File: src/rtl/mod_counter.sv
// Parametrised modulus counter with prescaler, clear, clamped parallel load,
// wrap/saturate terminal handling and registered wrap/load_clamp pulses.
module mod_counter #(
    parameter int unsigned WIDTH    = 32,
    parameter logic [64:0] MODULUS  = '0,
    parameter bit          SATURATE = 1'b0,
    parameter int unsigned PRESCALE = 1
) (
    input  logic             clk,
    input  logic             rst,
    input  logic             clr,
    input  logic             en,
    input  logic             up,
    input  logic             load,
    input  logic [WIDTH-1:0] load_val,
    output logic [WIDTH-1:0] count,
    output logic             ping,
    output logic             wrap,
    output logic             load_clamp
);

    localparam logic [64:0]       MOD_M1   = MODULUS - 65'd1;
    localparam logic [WIDTH-1:0]  TOP      = (MODULUS == 65'd0) ? {WIDTH{1'b1}} : MOD_M1[WIDTH-1:0];
    localparam int unsigned       PW       = (PRESCALE > 1) ? $clog2(PRESCALE) : 1;
    localparam logic [PW-1:0]     PRE_LAST = PW'(PRESCALE - 1);

    logic [PW-1:0]    pre;
    logic [PW-1:0]    pre_nxt;
    logic [WIDTH-1:0] count_nxt;
    logic             wrap_nxt;
    logic             clamp_nxt;
    logic             tick;
    logic [WIDTH:0]   inc;
    logic [WIDTH:0]   dec;

    assign ping = up ? (count == TOP) : (count == '0);

    always_comb begin
        count_nxt = count;
        pre_nxt   = pre;
        wrap_nxt  = 1'b0;
        clamp_nxt = 1'b0;
        tick      = en && (pre == PRE_LAST);
        // One extra bit exposes the carry/borrow out of the terminal value.
        inc       = {1'b0, count} + {{WIDTH{1'b0}}, 1'b1};
        dec       = {1'b0, count} - {{WIDTH{1'b0}}, 1'b1};

        if (clr) begin
            count_nxt = '0;
            pre_nxt   = '0;
        end else if (load) begin
            pre_nxt = '0;
            if (load_val > TOP) begin
                count_nxt = TOP;
                clamp_nxt = 1'b1;
            end else begin
                count_nxt = load_val;
            end
        end else if (en) begin
            pre_nxt = tick ? '0 : pre + PW'(1);
            if (tick) begin
                if (up) begin
                    if (inc > {1'b0, TOP}) begin
                        if (SATURATE) begin
                            count_nxt = TOP;
                        end else begin
                            count_nxt = '0;
                            wrap_nxt  = 1'b1;
                        end
                    end else begin
                        count_nxt = inc[WIDTH-1:0];
                    end
                end else begin
                    if (dec[WIDTH]) begin
                        if (SATURATE) begin
                            count_nxt = '0;
                        end else begin
                            count_nxt = TOP;
                            wrap_nxt  = 1'b1;
                        end
                    end else begin
                        count_nxt = dec[WIDTH-1:0];
                    end
                end
            end
        end
    end

    always_ff @(posedge clk) begin
        if (rst) begin
            count      <= '0;
            pre        <= '0;
            wrap       <= 1'b0;
            load_clamp <= 1'b0;
        end else begin
            count      <= count_nxt;
            pre        <= pre_nxt;
            wrap       <= wrap_nxt;
            load_clamp <= clamp_nxt;
        end
    end

endmodule

File: config.mk
export PLATFORM = sky130hd
export DESIGN_NAME = mod_counter
export DESIGN_NICKNAME = d
export VERILOG_FILES = /design/src/rtl/mod_counter.sv
export SDC_FILE = /design/constraint.sdc
export NUM_CORES = 1
export LEC_CHECK = 0
export ABC_AREA = 1
export BUFFER_PORTS_ARGS = -buffer_cell sky130_fd_sc_hd__buf_4
export CORE_MARGIN = 2
export CORE_UTILIZATION = 40
export CTS_CLUSTER_DIAMETER = 40
export DETAILED_ROUTE_END_ITERATION = 8
export PLACE_DENSITY = 0.56
export SYNTH_ARGS = -nofsm -noshare
export SYNTH_HDL_FRONTEND = slang
export SYNTH_SLANG_ARGS = --single-unit
File: constraint.sdc
create_clock -name clk -period 2.6 [get_ports clk]
set_input_delay 0.52 -clock clk [delete_from_list [all_inputs] [get_ports clk]]
set_output_delay 0.52 -clock clk [all_outputs]
set_load 0.02 [all_outputs]
==> impl_metrics.csv <==
group,metric,value,unit
logic_synthesis,seq_area_frac_synth,0.1619,
clock_network,clockBufferDepth,2,
detailed_routing,dr.pass1.iters,5,
floorplan,coreArea,10280,sq um
clock_network,clkTransAtPathRegs,80,ps
logic_synthesis,ys.flop_type,"dfxtp_1",
power,p_clk_frac,0.229,
detailed_routing,wl,18620,microns
critical_path,arrival,2780,ps
logic_synthesis,synth_area_per_cell,5.635,sq um
critical_path,crit_slowest_cell,"dfxtp_2",
detailed_routing,drc,0,
layout,final_common_cell,"nand2_1",
global_route,grt_remaining_overflow,0,
power,leakagePower,2.908,nW
sta,max_freq,391.0,MHz
sta,hold_violations,0,
clock_network,clock_sinks,34,
critical_path,crit_chain,"buf_4 > nor2_4 > nand2_1 > nor2_2 > nand2_2 > inv_2 > nand4_1 > nor2_2 > nand2_2 > nand2_4 > clkinvlp_4 > a31oi_4 > nand2_2 > nand2_1 > nand2_1 > a21oi_1",
logic_synthesis,ys_async_sr_fraction,0,
floorplan,die_x,106.5,microns
layout,fin_nets,965,
sta,skew,10.32,ps
clock_network,clk_latency,300,ps
sta,setup_violations,0,
power,comb_power_share,0.452,
global_route,grt_pass1_wl,28470,microns
sta,period_share,0.9836,
logic_synthesis,ys_types,48,
critical_path,reg2reg_depth,16,
power,power.share.sequential,0.319,
critical_path,worstSetupEndpoint,"count[21]",
logic_synthesis,synth_edf_count,0,
floorplan,die_area,11350,sq um
detailed_routing,drtAntennaViolNets,0,
logic_synthesis,yosysWarnings,0,
outcome,status,"completed",
critical_path,cp.required,2820,ps
clock_network,cts_tree,"done",
power,p_per_area,296.4,nW/um^2
critical_path,r2r_slack,40,ps
layout,utilization,0.6045,
critical_path,rr_endpoint,"count[21]",
floorplan,rows,37,
global_route,antenna_found_initial,0,
logic_synthesis,synthCells,746,
logic_synthesis,ys_ff_latch,34,
global_route,grt_max_degree,28,
sta,fin_crit,2557,ps
job,cap_violations,0,
logic_synthesis,syn_area,4204,sq um
placement,gp_congestion,1.021,
sta,fin_ws,42.57,ps
clock_network,cts-htree-levels,2,
layout,syn2layout_area_growth,47.77,%
floorplan,initial_core_util,0.4091,
clock_network,cts_buffers,5,
floorplan,design.portCount,73,
global_route,grt_pass1_vias,5313,
power,p_sw,742.0,uW
layout,layout_common_cells,"nand2_1 (205), buf_4 (198), nor2_1 (89), inv_1 (58), nand3_1 (51)",
logic_synthesis,syn_nets,788,
critical_path,critical_path_class,"register to register",
logic_synthesis,yosys.area.top_type,"nand2_1",
global_route,grt_usage,0.3251,
critical_path,cp-startpoint,"count[8]",
floorplan,fp.dieH,106.5,microns
sta,slew_violations,0,
critical_path,path_max_fanout,6,
power,intPower,1.099,mW
placement,portBuffers,71,
detailed_routing,num_vias,5760,
critical_path,end_kind,"register",
logic_synthesis,synth_top_cell_area_share,0.1982,
clock_network,cts_hold_buf,0,
critical_path,startpoint_type,"register",
clock_network,root_buffer,"clkbuf_8",
placement,dp_slack,-76.33,ps
layout,layout-drive-gt1-share,0.3894,
layout,antenna-diode-count,0,
critical_path,max_stage_delay,360,ps
detailed_routing,initialDrtViolationCount,493,
critical_path,r2r-start,"count[8]",
power,ir_drop,0.2569,mV
sta,rsz0062_at_grt,"yes",
detailed_routing,wl_per_cell,17.60,microns
logic_synthesis,yosys-top-cells-area,"nand2_1 (20%), dfxtp_1 (16%), nor2_1 (9.8%)",
placement,hpwlAfterDp,14300,microns
worst_hold_path,hold_class,"primary input to register",
power,swShare,0.4030,
detailed_routing,via_per_inst,5.444,
[worst max-delay path, delay by kind of cell, from the launching register on]
family,cells,cell delay [ps]
buffers and inverters,3,480
and+or+nand+nor,11,1270
AOI/OAI and AO/OA,2,360
DFF,1,360
[synth_stat cells, drive strengths merged, types with 2 or more instances]
| cell | instances |
|---|---|
| nor3 | 13 |
| buf | 20 |
| xor2 | 13 |
| o221ai | 14 |
| and2 | 2 |
| a211oi | 3 |
| or2 | 5 |
| nand2 | 244 |
| ha | 4 |
| nand4 | 20 |
| inv | 70 |
| a21oi | 32 |
| clkbuf | 16 |
| nand3 | 57 |
| dfxtp | 34 |
| clkinv | 2 |
| o21ai | 43 |
| a31oi | 8 |
| o211ai | 8 |
| nor2 | 127 |
[power groups by stage]
stage | Clock [mW] | Sequential [mW] | Combinational (mW)
after detailed placement | 0 | 0.595 | 0.735
after floorplan | 0 | 0.612 | 0.386
after global placement | 0 | 0.595 | 0.732
after global routing | 0.456 | 0.590 | 0.897
after CTS | 0.426 | 0.583 | 0.758
final | 0.421 | 0.587 | 0.833
[cell type report]
class                           instances  area, sq um
Fill cell                            1025         4065
Clock buffer                            6        82.58
Timing Repair Buffer                  206         1617
Sequential cell                        34        723.2
Inverter                               72        286.5
Tap cell                              136        170.2
Multi-Input combinational cell        604         3333
[stage by stage]
step / power (mW) / instances / hold slack [ps] / area, sq um / TNS, ps
final: 1.841 / 1058 / 399.2 / 6212 / 0
after global routing: 1.943 / 1058 / 400.6 / 6212 / -316.7
after CTS: 1.767 / 1039 / 393.9 / 5725 / -5.268
after detailed placement: 1.330 / 1028 / 446.8 / 5564 / -969.8
after global placement: 1.327 / 1028 / 429.5 / 5564 / -981.7
after floorplan: 0.9979 / 746 / 421.4 / 4204 / 0
[metal layers]
metal / vias to the layer above / share of wire / track usage
met3: 46 / 0.076 / 0.06070
met2: 241 / 0.43 / 0.4853
li1: 2791 / - / -
met4: 0 / 0.034 / 0.1234
met5: - / 0 / 0
met1: 2682 / 0.46 / 0.4617
[state kept, by name, summed over array words and instances (netlist names)]
signal and flops:
count 32, wrap 1, pre 1
[cell families after synthesis]
| group | Yosys count | synth area share |
|---|---|---|
| xor gates and xnor gates | 13 | 0.02708 |
| adders and majority gates | 4 | 0.01191 |
| DFF | 34 | 0.1619 |
| other | 1 | 0.0008920 |
| and+or+nand+nor | 472 | 0.5134 |
| buffers and inverters | 108 | 0.1140 |
| AOI/OAI and AO/OA | 114 | 0.1708 |
[worst min-delay path by stage]
stage	from	endpoint	slack (ps)	cells past startpoint
floorplan	pre	pre	420	2
global placement	pre	pre	430	2
detailed placement	pre	pre	450	2
CTS	en	pre	390	2
global route	en	pre	400	2
finish	en	pre	400	2
[repair_timing]
action,CTS,global route
hold endpoints to repair,0,0
pin swaps,4,43
setup buffers,5,18
resized for setup,18,98
cloned,0,1
endpoints found under the setup margin,20,33
Power figures use the tool's default switching activity.
